### src/rtl/pipe_hazard_ctrl.sv
// pipe_hazard_ctrl
//   Stall/flush sequencer for a 5-stage pipeline. It detects load-use hazards,
//   EX-stage redirects, data-memory wait and halt. It drives the PC and
//   pipeline-register enables and flushes, runs the halt drain, and keeps
//   saturating performance counters.
//
// Ports
//   clk, rst_n              clock, asynchronous active-low reset
//   id_rs1/id_rs2           source registers of the instruction in ID
//   id_use_rs1/id_use_rs2   ID instruction actually reads rs1/rs2
//   ex_mem_read, ex_rd      load flag and destination held in ID/EX
//   ex_redirect             taken branch / jump resolved in EX
//   ex_halt                 halt instruction sitting in ID/EX
//   dmem_req, dmem_ready    MEM-stage access pending / completing this cycle
//   pc_en, ifid_en, idex_en, exmem_en            load enables
//   ifid_flush, idex_flush, memwb_flush          bubble inserts
//   halted                  pipeline stopped (reset is the only exit)
//   mem_timeout             sticky: dmem wait exceeded MEM_TIMEOUT
//   stall_cnt, flush_cnt    saturating load-use stall / redirect counters
module pipe_hazard_ctrl #(
  parameter int DRAIN_CYCLES = 2,
  parameter int MEM_TIMEOUT  = 16,
  parameter int CNT_W        = 16
) (
  input  logic             clk,
  input  logic             rst_n,
  input  logic [4:0]       id_rs1,
  input  logic [4:0]       id_rs2,
  input  logic             id_use_rs1,
  input  logic             id_use_rs2,
  input  logic             ex_mem_read,
  input  logic [4:0]       ex_rd,
  input  logic             ex_redirect,
  input  logic             ex_halt,
  input  logic             dmem_req,
  input  logic             dmem_ready,
  output logic             pc_en,
  output logic             ifid_en,
  output logic             ifid_flush,
  output logic             idex_en,
  output logic             idex_flush,
  output logic             exmem_en,
  output logic             memwb_flush,
  output logic             halted,
  output logic             mem_timeout,
  output logic [CNT_W-1:0] stall_cnt,
  output logic [CNT_W-1:0] flush_cnt
);

  typedef enum logic [1:0] {RUN, MEM_WAIT, DRAIN, HALTED} state_t;

  localparam int WAIT_W = $clog2(MEM_TIMEOUT + 1);
  localparam int DRN_W  = (DRAIN_CYCLES < 1) ? 1 : $clog2(DRAIN_CYCLES + 1);
  localparam logic [WAIT_W-1:0] WAIT_MAX   = WAIT_W'(MEM_TIMEOUT);
  localparam logic [DRN_W-1:0]  DRAIN_INIT = DRN_W'(DRAIN_CYCLES);

  state_t             state_reg, state_next;
  state_t             ret_state_reg, ret_state_next;
  state_t             act_state;
  logic [WAIT_W-1:0]  wait_cnt_reg, wait_cnt_next;
  logic [DRN_W-1:0]   drain_cnt_reg, drain_cnt_next;
  logic               timeout_reg, timeout_next;
  logic [CNT_W-1:0]   stall_cnt_reg, flush_cnt_reg;
  logic               stall_inc, flush_inc;
  logic               memstall, ldhaz;

  assign memstall = dmem_req & ~dmem_ready;
  assign ldhaz    = ex_mem_read & (ex_rd != 5'd0) &
                    ((id_use_rs1 & (id_rs1 == ex_rd)) | (id_use_rs2 & (id_rs2 == ex_rd)));

  always_comb begin
    state_next     = state_reg;
    ret_state_next = ret_state_reg;
    wait_cnt_next  = wait_cnt_reg;
    drain_cnt_next = drain_cnt_reg;
    timeout_next   = timeout_reg;
    stall_inc      = 1'b0;
    flush_inc      = 1'b0;
    act_state      = state_reg;
    pc_en          = 1'b1;
    ifid_en        = 1'b1;
    ifid_flush     = 1'b0;
    idex_en        = 1'b1;
    idex_flush     = 1'b0;
    exmem_en       = 1'b1;
    memwb_flush    = 1'b0;
    halted         = 1'b0;

    if (state_reg == HALTED) begin
      pc_en       = 1'b0;
      ifid_en     = 1'b0;
      idex_en     = 1'b0;
      exmem_en    = 1'b0;
      ifid_flush  = 1'b1;
      idex_flush  = 1'b1;
      memwb_flush = 1'b1;
      halted      = 1'b1;
    end else if (memstall) begin
      // Freeze everything upstream of MEM; WB receives bubbles meanwhile.
      pc_en       = 1'b0;
      ifid_en     = 1'b0;
      idex_en     = 1'b0;
      exmem_en    = 1'b0;
      memwb_flush = 1'b1;
      if (state_reg == MEM_WAIT) begin
        if (wait_cnt_reg == WAIT_MAX) begin
          timeout_next = 1'b1;
          state_next   = HALTED;
        end else begin
          wait_cnt_next = wait_cnt_reg + WAIT_W'(1);
        end
      end else begin
        ret_state_next = state_reg;
        wait_cnt_next  = WAIT_W'(1);
        state_next     = MEM_WAIT;
      end
    end else begin
      // On release the cycle behaves exactly like the state we froze in,
      // so events held during the freeze are acted upon (and counted) now.
      act_state     = (state_reg == MEM_WAIT) ? ret_state_reg : state_reg;
      state_next    = act_state;
      wait_cnt_next = '0;
      if (act_state == DRAIN) begin
        // Front end already emptied by the halt; only EX/MEM and MEM/WB retire.
        pc_en      = 1'b0;
        ifid_flush = 1'b1;
        idex_flush = 1'b1;
        if (drain_cnt_reg <= DRN_W'(1)) begin
          drain_cnt_next = '0;
          state_next     = HALTED;
        end else begin
          drain_cnt_next = drain_cnt_reg - DRN_W'(1);
        end
      end else if (ex_halt) begin
        pc_en          = 1'b0;
        ifid_flush     = 1'b1;
        idex_flush     = 1'b1;
        drain_cnt_next = DRAIN_INIT;
        state_next     = DRAIN;
      end else if (ex_redirect) begin
        // PC loads the branch target; the wrong-path instructions are dropped.
        ifid_flush = 1'b1;
        idex_flush = 1'b1;
        flush_inc  = 1'b1;
      end else if (ldhaz) begin
        pc_en      = 1'b0;
        ifid_en    = 1'b0;
        idex_flush = 1'b1;
        stall_inc  = 1'b1;
      end
    end

    // Held in reset: keep every register closed and inject bubbles.
    if (!rst_n) begin
      pc_en       = 1'b0;
      ifid_en     = 1'b0;
      idex_en     = 1'b0;
      exmem_en    = 1'b0;
      ifid_flush  = 1'b1;
      idex_flush  = 1'b1;
      memwb_flush = 1'b1;
      halted      = 1'b0;
    end
  end

  always_ff @(posedge clk or negedge rst_n) begin
    if (!rst_n) begin
      state_reg     <= RUN;
      ret_state_reg <= RUN;
      wait_cnt_reg  <= '0;
      drain_cnt_reg <= '0;
      timeout_reg   <= 1'b0;
      stall_cnt_reg <= '0;
      flush_cnt_reg <= '0;
    end else begin
      state_reg     <= state_next;
      ret_state_reg <= ret_state_next;
      wait_cnt_reg  <= wait_cnt_next;
      drain_cnt_reg <= drain_cnt_next;
      timeout_reg   <= timeout_next;
      if (stall_inc && (stall_cnt_reg != '1))
        stall_cnt_reg <= stall_cnt_reg + CNT_W'(1);
      if (flush_inc && (flush_cnt_reg != '1))
        flush_cnt_reg <= flush_cnt_reg + CNT_W'(1);
    end
  end

  assign mem_timeout = timeout_reg;
  assign stall_cnt   = stall_cnt_reg;
  assign flush_cnt   = flush_cnt_reg;

endmodule
### config.mk
export PLATFORM = sky130hd
export DESIGN_NAME = pipe_hazard_ctrl
export DESIGN_NICKNAME = d
export VERILOG_FILES = /design/src/rtl/pipe_hazard_ctrl.sv
export SDC_FILE = /design/constraint.sdc
export NUM_CORES = 1
export LEC_CHECK = 0
export CORE_ASPECT_RATIO = 1.5
export CORE_UTILIZATION = 48
export CTS_CLUSTER_DIAMETER = 100
export DETAILED_ROUTE_END_ITERATION = 8
export GPL_ROUTABILITY_DRIVEN = 0
export GPL_TIMING_DRIVEN = 0
export MAX_ROUTING_LAYER = met4
export PLACE_DENSITY = 0.79
export SYNTH_ARGS = -nofsm -noshare
export SYNTH_HDL_FRONTEND = slang
export SYNTH_SLANG_ARGS = --single-unit
### constraint.sdc
create_clock -name clk -period 2.1 [get_ports clk]
set_input_delay 0.21 -clock clk [delete_from_list [all_inputs] [get_ports clk]]
set_output_delay 0.21 -clock clk [all_outputs]
set_load 0.01 [all_outputs]
==> results_dict.tcl, run 1 <==
set metrics [dict create \
    fp.dieH_um 88.8 \
    cts_max_level 2 \
    cts_root_buf "clkbuf_8" \
    yosys.area.top_type "dfrtp_1" \
    ff_latch_area_sq_um 1100 \
    placed_area_sq_um 3140 \
    cts_tree "yes" \
    cap_violations 0 \
    wirelength_mm 5.98 \
    status "complete, no violations" \
    fin_area_sq_um 3470 \
    syn_nets 272 \
    ys_seq_area_share_pct 45.7 \
    r2r-end "flush_cnt[0]$_DFFE_PN0P_" \
    synth_area_leaders "dfrtp_1 (46%), xnor2_1 (14%), nand3_1 (4.2%), nand4_1 (4.2%), and3_1 (3.4%)" \
    tightest_slew_ns 0.859 \
    cp_slowest_cell "clkdlybuf4s50_1" \
    power_density_nw_per_um2 653 \
    multi_input_area_sq_um 1370 \
    vias 2228 \
    cp.depth 7 \
    final_core_util_pct 72.2 \
    initial_utilization_pct 50.1 \
    dp_hpwl_mm 4.05 \
    power.total_mw 2.27 \
    worst_ir_drop_vdd_uv 418 \
    post_drt_wl_per_cell_um 15.2 \
    hp-class "primary input to asynchronous set/reset pin" \
    grt_antenna_before_repair 0 \
    clock_skew_ns 0.00575 \
    arrival_ns 1.88 \
    grt_first_pass_wirelength_mm 9.21 \
    synthArstFlopShare_pct 100 \
    area_growth_pct 44.1 \
    slew_violations 0 \
    grt_overflow 0 \
    port_buffers 63 \
    grt_start_max_net_pins 28 \
    final_antenna_net_count 0 \
    maxSlewHeadroom_pct 42.5 \
    yosys_most_used_dff "dfrtp_1" \
    worstSkewPairLatency_ns 0.29 \
    clk_pin_slew_ns 0.08 \
    ff2ff_path_depth 7 \
    hold_viol 0 \
    diodes 0 \
    postSynthCellCount 244 \
    r2r-start "flush_cnt[3]$_DFFE_PN0P_" \
    fillers 367 \
    firstDrtPassIters 4 \
    fin_crit_sh_pct 99.6 \
    required_ns 1.89 \
    dp.cells 374 \
    whs_ns 0.403 \
    grt_util_all_layers_pct 23.5 \
    critPathTopFamily "buffers and inverters" \
    finalSetupViolCount 0 \
    remaining_drc_errors 0 \
    rrSetupSlack_ns 0.12 \
    syn_avg_cell_area_sq_um 9.88 \
    slowest_delay_ns 0.51 \
    syn-cell-area_sq_um 2410 \
    crit_fanout 3 \
    max_freq_mhz 478 \
    crit_type "primary input to primary output" \
    layout.cells.non_filler 394 \
    synth_warnings 0 \
    synth_edf_count 0 \
    drive_gt1_share_pct 15.2 \
    rows 31 \
    rsz0062_at_grt "yes" \
    cp-end-kind "primary output" \
    clock_path_buffers 2 \
    critPathBufInv 2 \
    cts-buffers-inserted 5 \
    setup.worst_path.start_class "primary input" \
    grt_pass1_vias 2112 \
    coreArea_sq_um 4810 \
    crit_chain "clkdlybuf4s50_1 > xnor2_2 > nand4_1 > o22ai_4 > nor2b_4 > a21oi_1 > dlygate4sd2_1" \
    startpoint "id_rs2[0]" \
    synth-seq-cells 44 \
    synth_top_area_share_pct 45.7 \
    die_area_sq_um 5320 \
    nNetsFinal 355 \
    crit_end "ifid_en" \
    finalCriticalPeriod_ns 2.09 \
    synth_cell_types 44 \
    p_leak_nw 1.47 \
    io_pins 65 \
    die_w_um 59.9 \
    viasPerCell 5.65 \
    cts_sinks 44 \
    drt-initial-drc-count 77 \
]
how the worst min path moves through the flow:
stage                                  startpoint                      endpoint  slack (ns)  depth (start not counted)
after floorplan                             rst_n  drain_cnt_reg[0]$_DFFE_PN0P_       -0.09                          0
after global placement    mem_timeout$_DFFE_PN0P_       mem_timeout$_DFFE_PN0P_        0.45                          1
final                                       rst_n      flush_cnt[5]$_DFFE_PN0P_        0.40                          3
after global routing                        rst_n      flush_cnt[5]$_DFFE_PN0P_        0.44                          3
after CTS                                 ex_halt      state_reg[0]$_DFFE_PN0P_        0.37                          2
after detailed placement                    rst_n      flush_cnt[4]$_DFFE_PN0P_        0.20                          1
placed cells by master (no fill, tap or decap), types with 6 or more instances in the layout:
cell / synthesis / routed
a21oi_1: 7 / 6
and3_1: 13 / 13
buf_4: 1 / 13
clkdlybuf4s50_1: 0 / 51
dfrtp_1: 44 / 43
dlygate4sd2_1: 0 / 6
inv_1: 9 / 9
nand2_1: 17 / 16
nand3_1: 20 / 20
nand4_1: 16 / 16
nor2_1: 7 / 7
nor3_1: 7 / 6
o21ai_0: 6 / 6
xnor2_1: 38 / 37
Yosys cell counts, types with 2 or more instances:
library cell  number
a21boi_0           2
a21o_1             2
a21oi_1            7
and2_1             3
and3_1            13
clkbuf_1           8
dfrtp_1           44
ha_1               4
inv_1              9
mux2_2             3
nand2_1           17
nand2b_1           2
nand3_1           20
nand3b_1           3
nand4_1           16
nor2_1             7
nor2b_1            5
nor3_1             7
nor4bb_1           2
o21ai_0            6
or4_1              3
xnor2_1           38
xor2_1             2
worst min-delay path, cell delays in order:
cell and delay, ns:
dlygate4sd3_1 0.52, buf_2 0.14, buf_12 0.19
per-stage QoR:
step	setup slack, ns	TNS [ns]
6_report	0.00925	0
5_1_grt	-0.0566	-0.114
4_1_cts	-0.0547	-0.0547
3_5_place_dp	-0.891	-11.37
3_3_place_gp	-1.83	-37.65
2_1_floorplan	0.152	0
what timing repair did:
item	4_1_cts	5_1_grt
hold buffers	2	0
buffers inserted	11	1
pin swaps	7	4
endpoints found under the setup margin	22	26
gates resized for setup	37	18
hold endpoints to repair	20	0
logic make-up after synthesis:
group	Yosys count	synth area share, %
adder cells (fa/ha/maj)	4	2.08
flip-flops	44	45.7
buffers and inverters	20	3.32
AND/OR/NAND/NOR	105	25.2
multiplexers	3	1.40
AO/OA/AOI/OAI	28	7.84
XOR/XNOR	40	14.5
layout make-up:
| class | instances | share of cell area (%) |
|---|---|---|
| inverters | 9 | 0.973 |
| plain buffers | 9 | 1.26 |
| clock inverters | 2 | 1.01 |
| multi-input cells | 180 | 39.3 |
| well taps | 66 | 2.38 |
| flip-flops and latches | 44 | 31.7 |
| repair buffers | 78 | 21.3 |
| clock buffers | 6 | 2.09 |
report_power, final:
group	leakage [nW]	switching [mW]	total [mW]	internal (mW)
registers	0.593	0.0752	0.993	0.918
logic	0.818	0.299	0.632	0.333
clock network	0.0552	0.289	0.642	0.353
total	1.47	0.663	2.27	1.60
routing by layer:
metal	up-vias	share of wire, %	global-route usage, %	wire length (um)
met5	-	0	-	0
met4	0	2.7	10.8	159
met3	18	4.3	3.80	256
met2	94	55	40.8	3310
met1	1081	38	25.8	2260
li1	1035	-	-	-
No activity file was read; power rests on OpenSTA's default activity.
==> run 2, diff against run 1 <==
- CORE_UTILIZATION: 48 -> 28
- PLACE_DENSITY: 0.79 -> not set
==> results_dict.tcl, run 2 (synthesis results as in run 1) <==
set metrics [dict create \
    cts-buffers-inserted 5 \
    area_growth_pct 49.1 \
    nNetsFinal 357 \
    setup.worst_path.start_class "register" \
    grt_first_pass_wirelength_mm 10.2 \
    cap_violations 0 \
    cts_sinks 44 \
    grt_antenna_before_repair 0 \
    hp-class "primary input to asynchronous set/reset pin" \
    cp-end-kind "primary output" \
    maxSlewHeadroom_pct 40.8 \
    firstDrtPassIters 4 \
    coreArea_sq_um 8360 \
    io_pins 65 \
    status "finished with violations" \
    clock_skew_ns 0.00439 \
    violations "hold timing, setup timing" \
    drive_gt1_share_pct 16.4 \
    whs_ns -0.000881 \
    internal-power_mw 1.74 \
    fillers 828 \
    pwr-share-comb_pct 27.0 \
    power_frac_seq_pct 40.8 \
    fp.dieH_um 116 \
    tightest_slew_ns 0.884 \
    setup_ws_ns -0.0269 \
    clock_path_buffers 2 \
    remaining_drc_errors 0 \
    cts_max_level 2 \
    grt_start_max_net_pins 26 \
    vias 2153 \
    grt_overflow 0 \
    worst_ir_drop_vdd_uv 423 \
    ff_latch_area_sq_um 1100 \
    power_density_nw_per_um2 673 \
    layout_common_cells "clkdlybuf4s50_1 (51), dfrtp_1 (44), xnor2_1 (38), nand3_1 (20)" \
    grt_pass1_vias 2186 \
    cts_root_buf "clkbuf_16" \
    worstSkewPairLatency_ns 0.28 \
    slew_violations 0 \
    die_w_um 77.8 \
    diodes 0 \
    multi_input_area_sq_um 1360 \
    power.total_mw 2.42 \
    clkPwrFrac_pct 32.2 \
    grt_util_all_layers_pct 14.6 \
    dp_slack_ns -1.03 \
    die_area_sq_um 8990 \
    drt-initial-drc-count 111 \
    crit_fanout 4 \
    p_leak_nw 1.48 \
    arrival_ns 1.92 \
    max_freq_mhz 470 \
    switching_power_mw 0.680 \
    initial_utilization_pct 28.8 \
    port_buffers 63 \
    viasPerCell 4.93 \
    final_antenna_net_count 0 \
    setup_tns_ns -0.0269 \
    dp_hpwl_mm 4.28 \
    clk_pin_slew_ns 0.06 \
    rows 41 \
    cts_tree "yes" \
    finalSetupViolCount 1 \
    wirelength_mm 6.03 \
    swShare_pct 28.1 \
    post_drt_wl_per_cell_um 13.8 \
    required_ns 1.89 \
    hold_viol 2 \
    finalCriticalPeriod_ns 2.13 \
    final_common_cell "clkdlybuf4s50_1" \
    rsz0062_at_grt "yes" \
    crit_type "register to primary output" \
    fin_crit_sh_pct 101 \
]
-- run 2: power groups by stage --
| stage | clock network (mW) | registers, mW | logic [mW] |
|---|---|---|---|
| final | 0.778 | 0.987 | 0.653 |
| after global routing | 0.843 | 0.997 | 0.716 |
| after CTS | 0.804 | 0.989 | 0.592 |
| after detailed placement | 0 | 1.01 | 0.499 |
| after global placement | 0 | 1.00 | 0.488 |
| after floorplan | 0 | 1.00 | 0.262 |
-- run 2: layout make-up --
type | instances | share of cell area (%)
multi-input cells | 180 | 37.8
flip-flops and latches | 44 | 30.6
repair buffers | 80 | 21.5
clock buffers | 6 | 3.86
well taps | 107 | 3.72
plain buffers | 9 | 1.32
inverters | 9 | 0.940
clock inverters | 2 | 0.278
-- run 2: per-stage QoR --
stage / cell area (sq um) / hold slack (ns) / utilization, % / std cells
after floorplan: 2410 / -0.0856 / - / 244
after global placement: 3180 / 0.465 / 38.0 / 414
after detailed placement: 3190 / 0.216 / 38.2 / 415
after CTS: 3480 / 0.0116 / 41.6 / 432
after global routing: 3590 / 0.0205 / 43.0 / 437
final: 3590 / -0.000881 / 43.0 / 437
-- run 2: worst paths after layout --
kind	cells past startpoint	endpoint	from	slack (ns)
setup / recovery	6	pc_en	ret_state_reg[1]$_DFFE_PN0P_	-0.03
hold / removal	2	flush_cnt[9]$_DFFE_PN0P_	rst_n	-0.0009
setup reg to reg	8	stall_cnt[12]$_DFFE_PN0P_	state_reg[0]$_DFFE_PN0P_	0.10
hold reg to reg	1	stall_cnt[13]$_DFFE_PN0P_	stall_cnt[13]$_DFFE_PN0P_	0.49
max in group asynchronous	2	state_reg[0]$_DFFE_PN0P_	rst_n	0.80
min in group clk	2	state_reg[0]$_DFFE_PN0P_	ex_halt	0.44
-- run 2: routing by layer --
| metal | track usage, % | share of wire, % | routed length [um] |
|---|---|---|---|
| met2 | 25.8 | 53 | 3200 |
| met4 | 4.03 | 0.80 | 48 |
| met1 | 16.7 | 40 | 2440 |
| met5 | - | 0 | 0 |
| met3 | 2.83 | 5.5 | 334 |
-- run 2: what timing repair did --
action,in CTS,in global routing
buffers inserted,9,6
cloned,0,1
hold buffers,1,0
resized for setup,41,22
pin swaps,6,7
endpoints found under the setup margin,29,18
endpoints found under the hold margin,19,0
-- run 2: critical path, cell delays in order (launching register included) --
cell and delay (ns):
dfrtp_1 0.40, nor4bb_4 0.18, or2_4 0.27, buf_6 0.13, buf_6 0.12, a2111oi_4 0.34, buf_2 0.19
